===== config.mk =====
export PLATFORM = sky130hd
export DESIGN_NAME = dw_col_feeder_flat
export DESIGN_NICKNAME = d
export VERILOG_FILES = /design/src/rtl/dw_conv_pkg.sv /design/src/rtl/dw_col_feeder_if.sv /design/src/rtl/dwf_line_buffer.sv /design/src/rtl/dw_col_feeder.sv /design/src/flat_wrapper.sv
export SDC_FILE = /design/constraint.sdc
export NUM_CORES = 1
export LEC_CHECK = 0
export BUFFER_PORTS_ARGS = -buffer_cell sky130_fd_sc_hd__buf_2
export CAP_MARGIN = 20
export CORE_MARGIN = 4
export CORE_UTILIZATION = 35
export CTS_BUF_LIST = sky130_fd_sc_hd__clkbuf_16
export CTS_CLUSTER_DIAMETER = 100
export DETAILED_ROUTE_END_ITERATION = 10
export GPL_TIMING_DRIVEN = 0
export PLACE_DENSITY_LB_ADDON = 0.08
export SETUP_SLACK_MARGIN = 0.15
export SLEW_MARGIN = 10
export SYNTH_ARGS = -nofsm -noshare
export SYNTH_HDL_FRONTEND = slang
export SYNTH_HIERARCHICAL = 1
export SYNTH_SLANG_ARGS = --single-unit

===== constraint.sdc =====
create_clock -name clk -period 4.5 [get_ports clk]
set_input_delay 0.45 -clock clk [delete_from_list [all_inputs] [get_ports clk]]
set_output_delay 0.45 -clock clk [all_outputs]
set_load 0.01 [all_outputs]

===== src/rtl/dw_conv_pkg.sv =====
// Shared constants and FSM encoding for the depthwise 3x3 column feeder.
// The pad states are only reachable when DWF_PAD_EN is defined.
package dw_conv_pkg;

    localparam int DATA_W_DEF = 8;
    localparam int IMG_W_DEF  = 16;
    localparam int COL_W      = $clog2(IMG_W_DEF);

    typedef logic [2:0] state_t;

    localparam state_t ST_IDLE   = 3'd0;
    localparam state_t ST_STREAM = 3'd1;
    localparam state_t ST_DONE   = 3'd2;
    localparam state_t ST_PAD_L  = 3'd3;
    localparam state_t ST_PAD_R  = 3'd4;
    localparam state_t ST_FLUSH  = 3'd5;

    function automatic int col_w(input int img_w);
        return (img_w > 1) ? $clog2(img_w) : 1;
    endfunction

endpackage


===== src/rtl/dw_col_feeder_if.sv =====
// Pixel input stream plus column-triple output bus of the window feeder.
// The slave modport is the feeder side; master is the surrounding environment.
interface dw_col_feeder_if
    import dw_conv_pkg::*;
#(
    parameter int DATA_W = DATA_W_DEF
);
    logic                     s_valid;
    logic                     s_ready;
    logic signed [DATA_W-1:0] s_data;
    logic signed [DATA_W-1:0] out_r0_c;
    logic signed [DATA_W-1:0] out_r1_c;
    logic signed [DATA_W-1:0] out_r2_c;
    logic                     out_valid;

    modport master (
        output s_valid, s_data,
        input  s_ready, out_r0_c, out_r1_c, out_r2_c, out_valid
    );

    modport slave (
        input  s_valid, s_data,
        output s_ready, out_r0_c, out_r1_c, out_r2_c, out_valid
    );
endinterface


===== src/rtl/dwf_line_buffer.sv =====
// One row of pixels with a single shared address: combinational read, write on enable.
// Contents are deliberately not reset; the feeder never emits a location before writing it.
module dwf_line_buffer
    import dw_conv_pkg::*;
#(
    parameter int DATA_W = DATA_W_DEF,
    parameter int IMG_W  = IMG_W_DEF,
    parameter int AW     = col_w(IMG_W)
) (
    input  logic                     clk,
    input  logic [AW-1:0]            addr,
    input  logic                     we,
    input  logic signed [DATA_W-1:0] wdata,
    output logic signed [DATA_W-1:0] rdata
);
    logic signed [DATA_W-1:0] mem_q [IMG_W];

    assign rdata = mem_q[addr];

    always_ff @(posedge clk) begin
        if (we) begin
            mem_q[addr] <= wdata;
        end
    end
endmodule


===== src/rtl/dw_col_feeder.sv =====
// Raster-order pixel stream to vertically aligned column triples (rows y-1, y, y+1).
// Define DWF_PAD_EN for "same" padding: framing pad beats, top-row masking and a final flush row.
module dw_col_feeder
    import dw_conv_pkg::*;
#(
    parameter int DATA_W = DATA_W_DEF,
    parameter int IMG_W  = 16,
    parameter int IMG_H  = 16
) (
    input  logic             clk,
    input  logic             rst_n,
    input  logic             start,
    output logic             busy,
    output logic             frame_done,
    dw_col_feeder_if.slave   bus
);
    localparam int AW = col_w(IMG_W);
    localparam int RW = $clog2(IMG_H + 2);
    localparam logic [AW-1:0] COL_LAST = AW'(IMG_W - 1);
`ifdef DWF_PAD_EN
    localparam logic [RW-1:0] ROW_IN_END  = RW'(IMG_H);
    localparam logic [RW-1:0] ROW_FLUSHED = RW'(IMG_H + 1);
`else
    localparam logic [RW-1:0] ROW_LAST = RW'(IMG_H - 1);
`endif

    state_t                   state_q, state_d;
    logic [AW-1:0]            col_q, col_d;
    logic [RW-1:0]            row_q, row_d;
    logic                     s_ready_q, s_ready_d;
    logic                     busy_q, busy_d;
    logic                     frame_done_q, frame_done_d;
    logic                     out_valid_q, out_valid_d;
    logic signed [DATA_W-1:0] out_r0_q, out_r0_d;
    logic signed [DATA_W-1:0] out_r1_q, out_r1_d;
    logic signed [DATA_W-1:0] out_r2_q, out_r2_d;
    logic signed [DATA_W-1:0] lb0_rd, lb1_rd;
    logic                     accept;
    logic                     col_wrap;
    logic [AW-1:0]            col_nxt;

    assign accept   = bus.s_valid && s_ready_q;
    assign col_wrap = (col_q == COL_LAST);
    assign col_nxt  = col_wrap ? '0 : col_q + AW'(1);

    // LB0 holds row y-2, LB1 row y-1; both shift down one row on every accepted pixel.
    dwf_line_buffer #(.DATA_W(DATA_W), .IMG_W(IMG_W), .AW(AW)) u_lb0 (
        .clk   (clk),
        .addr  (col_q),
        .we    (accept),
        .wdata (lb1_rd),
        .rdata (lb0_rd)
    );

    dwf_line_buffer #(.DATA_W(DATA_W), .IMG_W(IMG_W), .AW(AW)) u_lb1 (
        .clk   (clk),
        .addr  (col_q),
        .we    (accept),
        .wdata (bus.s_data),
        .rdata (lb1_rd)
    );

    always_comb begin
        state_d      = state_q;
        col_d        = col_q;
        row_d        = row_q;
        busy_d       = busy_q;
        frame_done_d = 1'b0;
        out_valid_d  = 1'b0;
        out_r0_d     = out_r0_q;
        out_r1_d     = out_r1_q;
        out_r2_d     = out_r2_q;

        case (state_q)
            ST_IDLE: begin
                if (start) begin
                    state_d = ST_STREAM;
                    col_d   = '0;
                    row_d   = '0;
                    busy_d  = 1'b1;
                end
            end
            ST_STREAM: begin
                if (accept) begin
                    col_d = col_nxt;
                    if (col_wrap) row_d = row_q + RW'(1);
`ifdef DWF_PAD_EN
                    if (row_q >= RW'(1)) begin
                        out_valid_d = 1'b1;
                        out_r0_d    = (row_q == RW'(1)) ? '0 : lb0_rd;
                        out_r1_d    = lb1_rd;
                        out_r2_d    = bus.s_data;
                    end
                    if (col_wrap) state_d = (row_q == '0) ? ST_PAD_L : ST_PAD_R;
`else
                    if (row_q >= RW'(2)) begin
                        out_valid_d = 1'b1;
                        out_r0_d    = lb0_rd;
                        out_r1_d    = lb1_rd;
                        out_r2_d    = bus.s_data;
                    end
                    if (col_wrap && row_q == ROW_LAST) state_d = ST_DONE;
`endif
                end
            end
`ifdef DWF_PAD_EN
            ST_PAD_L: begin
                out_valid_d = 1'b1;
                out_r0_d    = '0;
                out_r1_d    = '0;
                out_r2_d    = '0;
                state_d     = (row_q == ROW_IN_END) ? ST_FLUSH : ST_STREAM;
            end
            ST_PAD_R: begin
                out_valid_d = 1'b1;
                out_r0_d    = '0;
                out_r1_d    = '0;
                out_r2_d    = '0;
                state_d     = (row_q == ROW_FLUSHED) ? ST_DONE : ST_PAD_L;
            end
            // Last output row has no row below it; read the buffers out without input.
            ST_FLUSH: begin
                out_valid_d = 1'b1;
                out_r0_d    = lb0_rd;
                out_r1_d    = lb1_rd;
                out_r2_d    = '0;
                col_d       = col_nxt;
                if (col_wrap) begin
                    row_d   = row_q + RW'(1);
                    state_d = ST_PAD_R;
                end
            end
`endif
            ST_DONE: begin
                frame_done_d = 1'b1;
                busy_d       = 1'b0;
                state_d      = ST_IDLE;
            end
            default: state_d = ST_IDLE;
        endcase

        s_ready_d = (state_d == ST_STREAM);
    end

    always_ff @(posedge clk or negedge rst_n) begin
        if (!rst_n) begin
            state_q      <= ST_IDLE;
            col_q        <= '0;
            row_q        <= '0;
            s_ready_q    <= 1'b0;
            busy_q       <= 1'b0;
            frame_done_q <= 1'b0;
            out_valid_q  <= 1'b0;
            out_r0_q     <= '0;
            out_r1_q     <= '0;
            out_r2_q     <= '0;
        end else begin
            state_q      <= state_d;
            col_q        <= col_d;
            row_q        <= row_d;
            s_ready_q    <= s_ready_d;
            busy_q       <= busy_d;
            frame_done_q <= frame_done_d;
            out_valid_q  <= out_valid_d;
            out_r0_q     <= out_r0_d;
            out_r1_q     <= out_r1_d;
            out_r2_q     <= out_r2_d;
        end
    end

    assign bus.s_ready   = s_ready_q;
    assign bus.out_valid = out_valid_q;
    assign bus.out_r0_c  = out_r0_q;
    assign bus.out_r1_c  = out_r1_q;
    assign bus.out_r2_c  = out_r2_q;
    assign busy          = busy_q;
    assign frame_done    = frame_done_q;
endmodule


===== src/flat_wrapper.sv =====
// flat-port wrapper written by rule: the top's interface ports become plain ports
module dw_col_feeder_flat import dw_conv_pkg::*;
#(
    parameter int DATA_W = DATA_W_DEF,
    parameter int IMG_W  = 16,
    parameter int IMG_H  = 16
)
  (clk, rst_n, start, busy, frame_done, bus_s_valid, bus_s_data, bus_s_ready, bus_out_r0_c, bus_out_r1_c, bus_out_r2_c, bus_out_valid);
  dw_col_feeder_if #(.DATA_W(DATA_W)) bus_i ();
  input  logic clk;
  input  logic rst_n;
  input  logic start;
  output logic busy;
  output logic frame_done;
  input wire logic [$bits(bus_i.s_valid)-1:0] bus_s_valid;
  input wire logic [$bits(bus_i.s_data)-1:0] bus_s_data;
  output wire logic [$bits(bus_i.s_ready)-1:0] bus_s_ready;
  output wire logic [$bits(bus_i.out_r0_c)-1:0] bus_out_r0_c;
  output wire logic [$bits(bus_i.out_r1_c)-1:0] bus_out_r1_c;
  output wire logic [$bits(bus_i.out_r2_c)-1:0] bus_out_r2_c;
  output wire logic [$bits(bus_i.out_valid)-1:0] bus_out_valid;
  assign bus_i.s_valid = bus_s_valid;
  assign bus_i.s_data = bus_s_data;
  assign bus_s_ready = bus_i.s_ready;
  assign bus_out_r0_c = bus_i.out_r0_c;
  assign bus_out_r1_c = bus_i.out_r1_c;
  assign bus_out_r2_c = bus_i.out_r2_c;
  assign bus_out_valid = bus_i.out_valid;
  dw_col_feeder #(.DATA_W(DATA_W), .IMG_W(IMG_W), .IMG_H(IMG_H)) u_core (.clk(clk), .rst_n(rst_n), .start(start), .busy(busy), .frame_done(frame_done), .bus(bus_i));
endmodule

; ---- Yosys cells after proc, flatten, opt, wreduce, memory -nomap -nowiden
; Memories as Yosys holds them, arrays and structs flattened. A register that Yosys moved wholly into a read port is not among the register bits.
; Cells that the tools add are included.
[totals]
rom_bits = 0
ramBits = 256
mem_count = 2
latch_bits = 0
output_inout_bits = 28
register_bits = 32
wordCells = 52
[op_classes]
div = 0
n_addsub = 2
n_mul = 0
reduce_logical = 10
n_shift = 0
eq_ne = 8
magnitude_cmp = 1
bitwise = 0
n_mux = 20
[memory_table]
columns = name, depth, width, rd, rd_clocked_by_memory_dff, write_ports, line_no
row1 = u_core.u_lb0.mem_q, 16, 8, 1, 1, 1, dwf_line_buffer.sv:16  ; logic signed [DATA_W-1:0] mem_q [IMG_W];
row2 = u_core.u_lb1.mem_q, 16, 8, 1, 0, 1, dwf_line_buffer.sv:16
[ops]
columns = cell, count
row1 = two-way mux 5 bit, 3
row2 = two-way mux 4 bit, 3
row3 = one-hot mux 5 bit (2 select lines), 1
row4 = two-way mux 3 bit, 3
row5 = one-hot mux 4 bit (2 select lines), 1
row6 = two-way mux 1 bit, 7
row7 = "equality test 3 x 1 -> 1 bit, second input constant", 2
row8 = one-hot mux 3 bit (2 select lines), 1
row9 = AND reduction 3 bit, 2
row10 = "adder 5 x 1 -> 5 bit, second input constant", 1
row11 = "equality test 5 x 4 -> 1 bit, second input constant", 1
row12 = "greater-or-equal comparator 5 x 2 -> 1 bit, second input constant", 1
row13 = "adder 4 x 1 -> 4 bit, second input constant", 1
row14 = "equality test 4 bit, second input constant", 1
row15 = "inequality test 2 x 1 -> 1 bit, second input constant", 2
row16 = AND reduction 4 bit, 1
row17 = nonzero test 2 bit, 2
row18 = "equality test 3 x 2 -> 1 bit, second input constant", 1
row19 = logical NOT 3 bit, 1
row20 = logical AND 1 bit, 2
row21 = "inequality test 2 bit, second input constant", 1
row22 = one-hot mux 1 bit (2 select lines), 1
row23 = AND reduction 2 bit, 1
row24 = logical NOT 1 bit, 1

; ---- Logic depth before layout (Yosys ltp)
[logic_depth]
depth_word = 6
mapped_depth = 6
mapped_depth_nobuf = 5

; ---- Cells and area by module
; Netlist, hierarchy kept.
[modules_own_cells]
columns = mod, seq_area_each_um2, cells_each, area_per_inst_um2, n_inst
row1 = dwf_line_buffer, 3843.7, 222, 4907.2, 2
row2 = dw_col_feeder, 1001.0, 125, 1704.1, 1

; ---- Worst setup path before layout
; Ideal clock, no wire load.
[synth_timing]
path_type = input to register
startpoint = input bus_s_valid
endpoint = memory u_core/u_lb0/mem_q[0][0] in the netlist's numbering, enable pin
setup_slack_ns = 2.034
arrival_ns = 2.082
t_required_ns = 4.117
path_stages = 4
setup_time_ns = 0.383
path_cell_list = and2_1 clkbuf_1 or3b_2 nor3_1
[synth_via]
elab_chain_len = 3
[synth_lines]
columns = item, line_no
row1 = from (decl), flat_wrapper.sv:15  ; input wire logic [$bits(bus_i.s_valid)-1:0] bus_s_valid;
row2 = logical AND 1 bit, dw_col_feeder.sv:42  ; assign accept = bus.s_valid && s_ready_q;
row3 = via u_core.accept, dw_col_feeder.sv:38  ; logic accept;
row4 = two-way mux 1 bit, dwf_line_buffer.sv:21  ; if (we) begin
row5 = two-way mux 1 bit (not written as such), dwf_line_buffer.sv:22  ; mem_q[addr] <= wdata;
row6 = to (decl), dwf_line_buffer.sv:16
; The timed path passes the listed nets, and every way through them passes these cells.

; ---- Worst setup path after layout
[layout_timing]
startpoint = register u_core.col_q[1]
endpoint = register u_core.out_r1_q[4], in the netlist u_core/bus.out_r1_c[4]
[layout_via]
elab_chain_len = 1
[layout_lines]
columns = item, line_no
row1 = from (decl), dw_col_feeder.sv:28  ; logic [AW-1:0] col_q, col_d;
row2 = from (signal assigned), dw_col_feeder.sv:159  ; col_q <= col_d;
row3 = memory (16 x 8 bit), n/a
row4 = via u_core.lb1_rd[4], dw_col_feeder.sv:37  ; logic signed [DATA_W-1:0] lb0_rd, lb1_rd;
row5 = to (signal assigned), dw_col_feeder.sv:166  ; out_r1_q <= out_r1_d;
row6 = to (decl), dw_col_feeder.sv:35  ; logic signed [DATA_W-1:0] out_r1_q, out_r1_d;
; The timed path passes the listed nets, and every way through them passes these cells.
; A chain may end at the register's enable or synchronous reset.

==> flow_metrics.tcl <==
set metrics [dict create \
    required_ns 4.87 \
    post-cts-setup-buffer-count 0 \
    reg2reg_depth 6 \
    antenna_found_initial 0 \
    worstSetupPathType "flip-flop to flip-flop" \
    numCtsBuffers 35 \
    nets 662 \
    clk_path_buf_depth 3 \
    grt_overflow 0 \
    synth_area_mm2 0.0115 \
    critPathMaxStageDelay_ns 0.72 \
    ys_ff_latch 296 \
    finalWirelength_um 26100 \
    ios 40 \
    synth_mux_area_frac 0.154 \
    final_util 0.410 \
    cellPowerDensity_mw_per_mm2 478 \
    postCtsHoldBufs 0 \
    cts-root-buf "clkbuf_16" \
    dieArea_mm2 0.0359 \
    clkTransAtPathRegs_ns 0.06 \
    cts.sinks 296 \
    synth_cell_types 36 \
    yosysSeqAreaShare 0.754 \
    hold_ws_ns 0.0816 \
    num_vias 5655 \
    synth-simple-area-share 0.0436 \
    drv_cap 0 \
    avgViaCountPerCell 5.09 \
    outcome "complete, no violations" \
    p_leak_nw 4.55 \
    firstDrtPassIters 6 \
    skew_ns 0.0153 \
    drcViolationCount 0 \
    synth-edff-count 256 \
    min_period_ns 3.44 \
    synthTopCellsByArea "edfxtp_1, mux4_2, dfrtp_1" \
    synth_top_area_frac 0.667 \
    htree_num_levels 2 \
    layout-drive-gt1-share 0.293 \
    wl_per_cell_um 23.5 \
    yosysMostFrequentCell "edfxtp_1" \
    setup_viol 0 \
    insertion_delay_ns 0.50 \
    timing_hold_violations_final 0 \
    coreArea_mm2 0.0325 \
    antenna_cells 0 \
    rsz0062_at_grt "false" \
    slew_viol_final 0 \
    tns_ns 0 \
    crit_path_start "u_core/col_q[1]" \
    tightest_slew_ns 1.04 \
    min_path_type "input port to asynchronous set/reset pin" \
    place_congestion 0.746 \
    finalCritPeriodShare 0.765 \
    crit_arrival_ns 3.82 \
    syn_nets 585 \
    synth_top_cell_by_area "edfxtp_1" \
    max_freq_mhz 291 \
    grt_pass1_wl_um 38900 \
    worstPathMaxFanout 17 \
    area_delta_synth_final_pct 15.9 \
    grt_usage 0.146 \
    synth-main-ff-cell "edfxtp_1" \
    synth_xor_area_frac 0 \
    postCtsResizedCells 0 \
    rows 66 \
    drtIter0Drc 342 \
    yosys_warnings 6 \
    async_flop_share 0.135 \
    die-width_um 189 \
    relSlewSlack 0.304 \
    worstPathCellList "buf_2, buf_1, mux4_2, a22oi_1, nand2_1, mux2_2" \
    r2r_slack_ns 1.06 \
    cts_tree "done" \
    synthAdderAreaFrac 0.00434 \
    peakVddDrop_mv 0.322 \
    r2r-start "u_core/col_q[1]" \
    grt_pass1_vias 5940 \
    cp_slowest_cell "dfrtp_1" \
    dp_hpwl_um 17000 \
    portBuffers 39 \
    cp-end-kind "flip-flop" \
    start_util 0.354 \
    postSynthAreaPerCell_um2 20.2 \
    cp-start-kind "flip-flop" \
    synth_compound_area_frac 0.0279 \
    synthTopCellsByCount "edfxtp_1, mux4_2, dfrtp_1, a22oi_1, nor2_1" \
    drt.antenna.violating_nets 0 \
    postSynthCellCount 569 \
    die_y_um 189 \
    synth_top_family_by_area "multiplexers" \
    grt_max_degree 41 \
]
[cells in the final DEF (no fill, tap or decap), drive strengths merged]
| master | instances |
|---|---|
| mux2i | 5 |
| nor2b | 4 |
| nand4 | 3 |
| buf | 58 |
| nor2 | 27 |
| nand2b | 6 |
| bufinv | 1 |
| ha | 4 |
| and4b | 1 |
| clkinv | 13 |
| or4 | 1 |
| nand2 | 24 |
| inv | 16 |
| a21boi | 1 |
| conb | 1 |
| clkbuf | 46 |
| and2 | 4 |
| and3 | 5 |
| a22oi | 32 |
| o211ai | 3 |
| dfrtp | 40 |
| a21oi | 1 |
| or3b | 2 |
| nor3b | 3 |
| or4b | 1 |
| mux2 | 25 |
| o21ai | 4 |
| nand3 | 4 |
| a31oi | 2 |
| nand3b | 4 |
| nor3 | 8 |
| edfxtp | 256 |
| mux4 | 64 |
[path summary, 6_finish.rpt]
check,end
worst min-delay path,u_core/busy
worst min register to register,u_core/bus.out_r0_c[3]
min in group clk,u_core/u_lb1/mem_q[15][4]
worst max register to register,u_core/bus.out_r1_c[4]
worst max-delay path,u_core/bus.out_r1_c[4]
max in group asynchronous,u_core/bus.out_r1_c[1]
[metrics by stage]
stage / power (mW) / std cells / instance area, um^2 / setup slack (ns)
after global routing: 6.67 / 1111 / 13400 / 0.816
final: 6.39 / 1111 / 13400 / 1.06
after floorplan: 3.63 / 569 / 11500 / 2.03
after detailed placement: 3.93 / 1051 / 12300 / 0.953
after CTS: 6.50 / 1111 / 13400 / 0.935
after global placement: 3.90 / 1050 / 12300 / 1.02
[sequential cells by signal, indices dropped and copies added, names as in the netlist]
| signal | count |
|---|---|
| u_core/col_q | 4 |
| u_core/bus.out_r2_c | 8 |
| u_core/u_lb1/mem_q | 128 |
| u_core/state_q | 3 |
| u_core/bus.out_valid | 1 |
| u_core/row_q | 5 |
| u_core/bus.out_r0_c | 8 |
| u_core/bus.s_ready | 1 |
| u_core/bus.out_r1_c | 8 |
| u_core/frame_done | 1 |
| u_core/u_lb0/mem_q | 128 |
| u_core/busy | 1 |
[kinds of logic after synthesis]
family | count (synthesis)
fa+ha+maj | 4
mux | 94
other cells | 1
flops | 296
compound gates | 43
buf+inv | 34
simple gates | 97
[report_power, final]
part	switching (mW)	internal (mW)
Clock	1.02	1.52
Sequential	0.0403	3.15
Combinational	0.433	0.224
Total	1.49	4.89
[final cells by class]
type | count | area (um^2)
buffer | 27 | 154
clock buffer | 37 | 926
sequential | 296 | 8690
multi-input combinational | 239 | 2690
tap | 442 | 553
fill | 2944 | 19200
inverter | 7 | 26.3
clock inverter | 23 | 116
timing repair buffer | 40 | 203
[worst max-delay path, delay by kind of cell (launching register included)]
kind	cells	cell delay, ns
compound gates	1	0.30
buf+inv	2	0.93
flops	1	0.72
mux	2	0.87
simple gates	1	0.48
[per-layer routing]
| metal | global-route usage | part of all wire |
|---|---|---|
| met1 | 0.197 | 0.42 |
| met2 | 0.248 | 0.51 |
| met3 | 0.0230 | 0.039 |
| met4 | 0.0428 | 0.025 |
| met5 | 0 | 0 |
No activity file was read; power rests on OpenSTA's default activity.
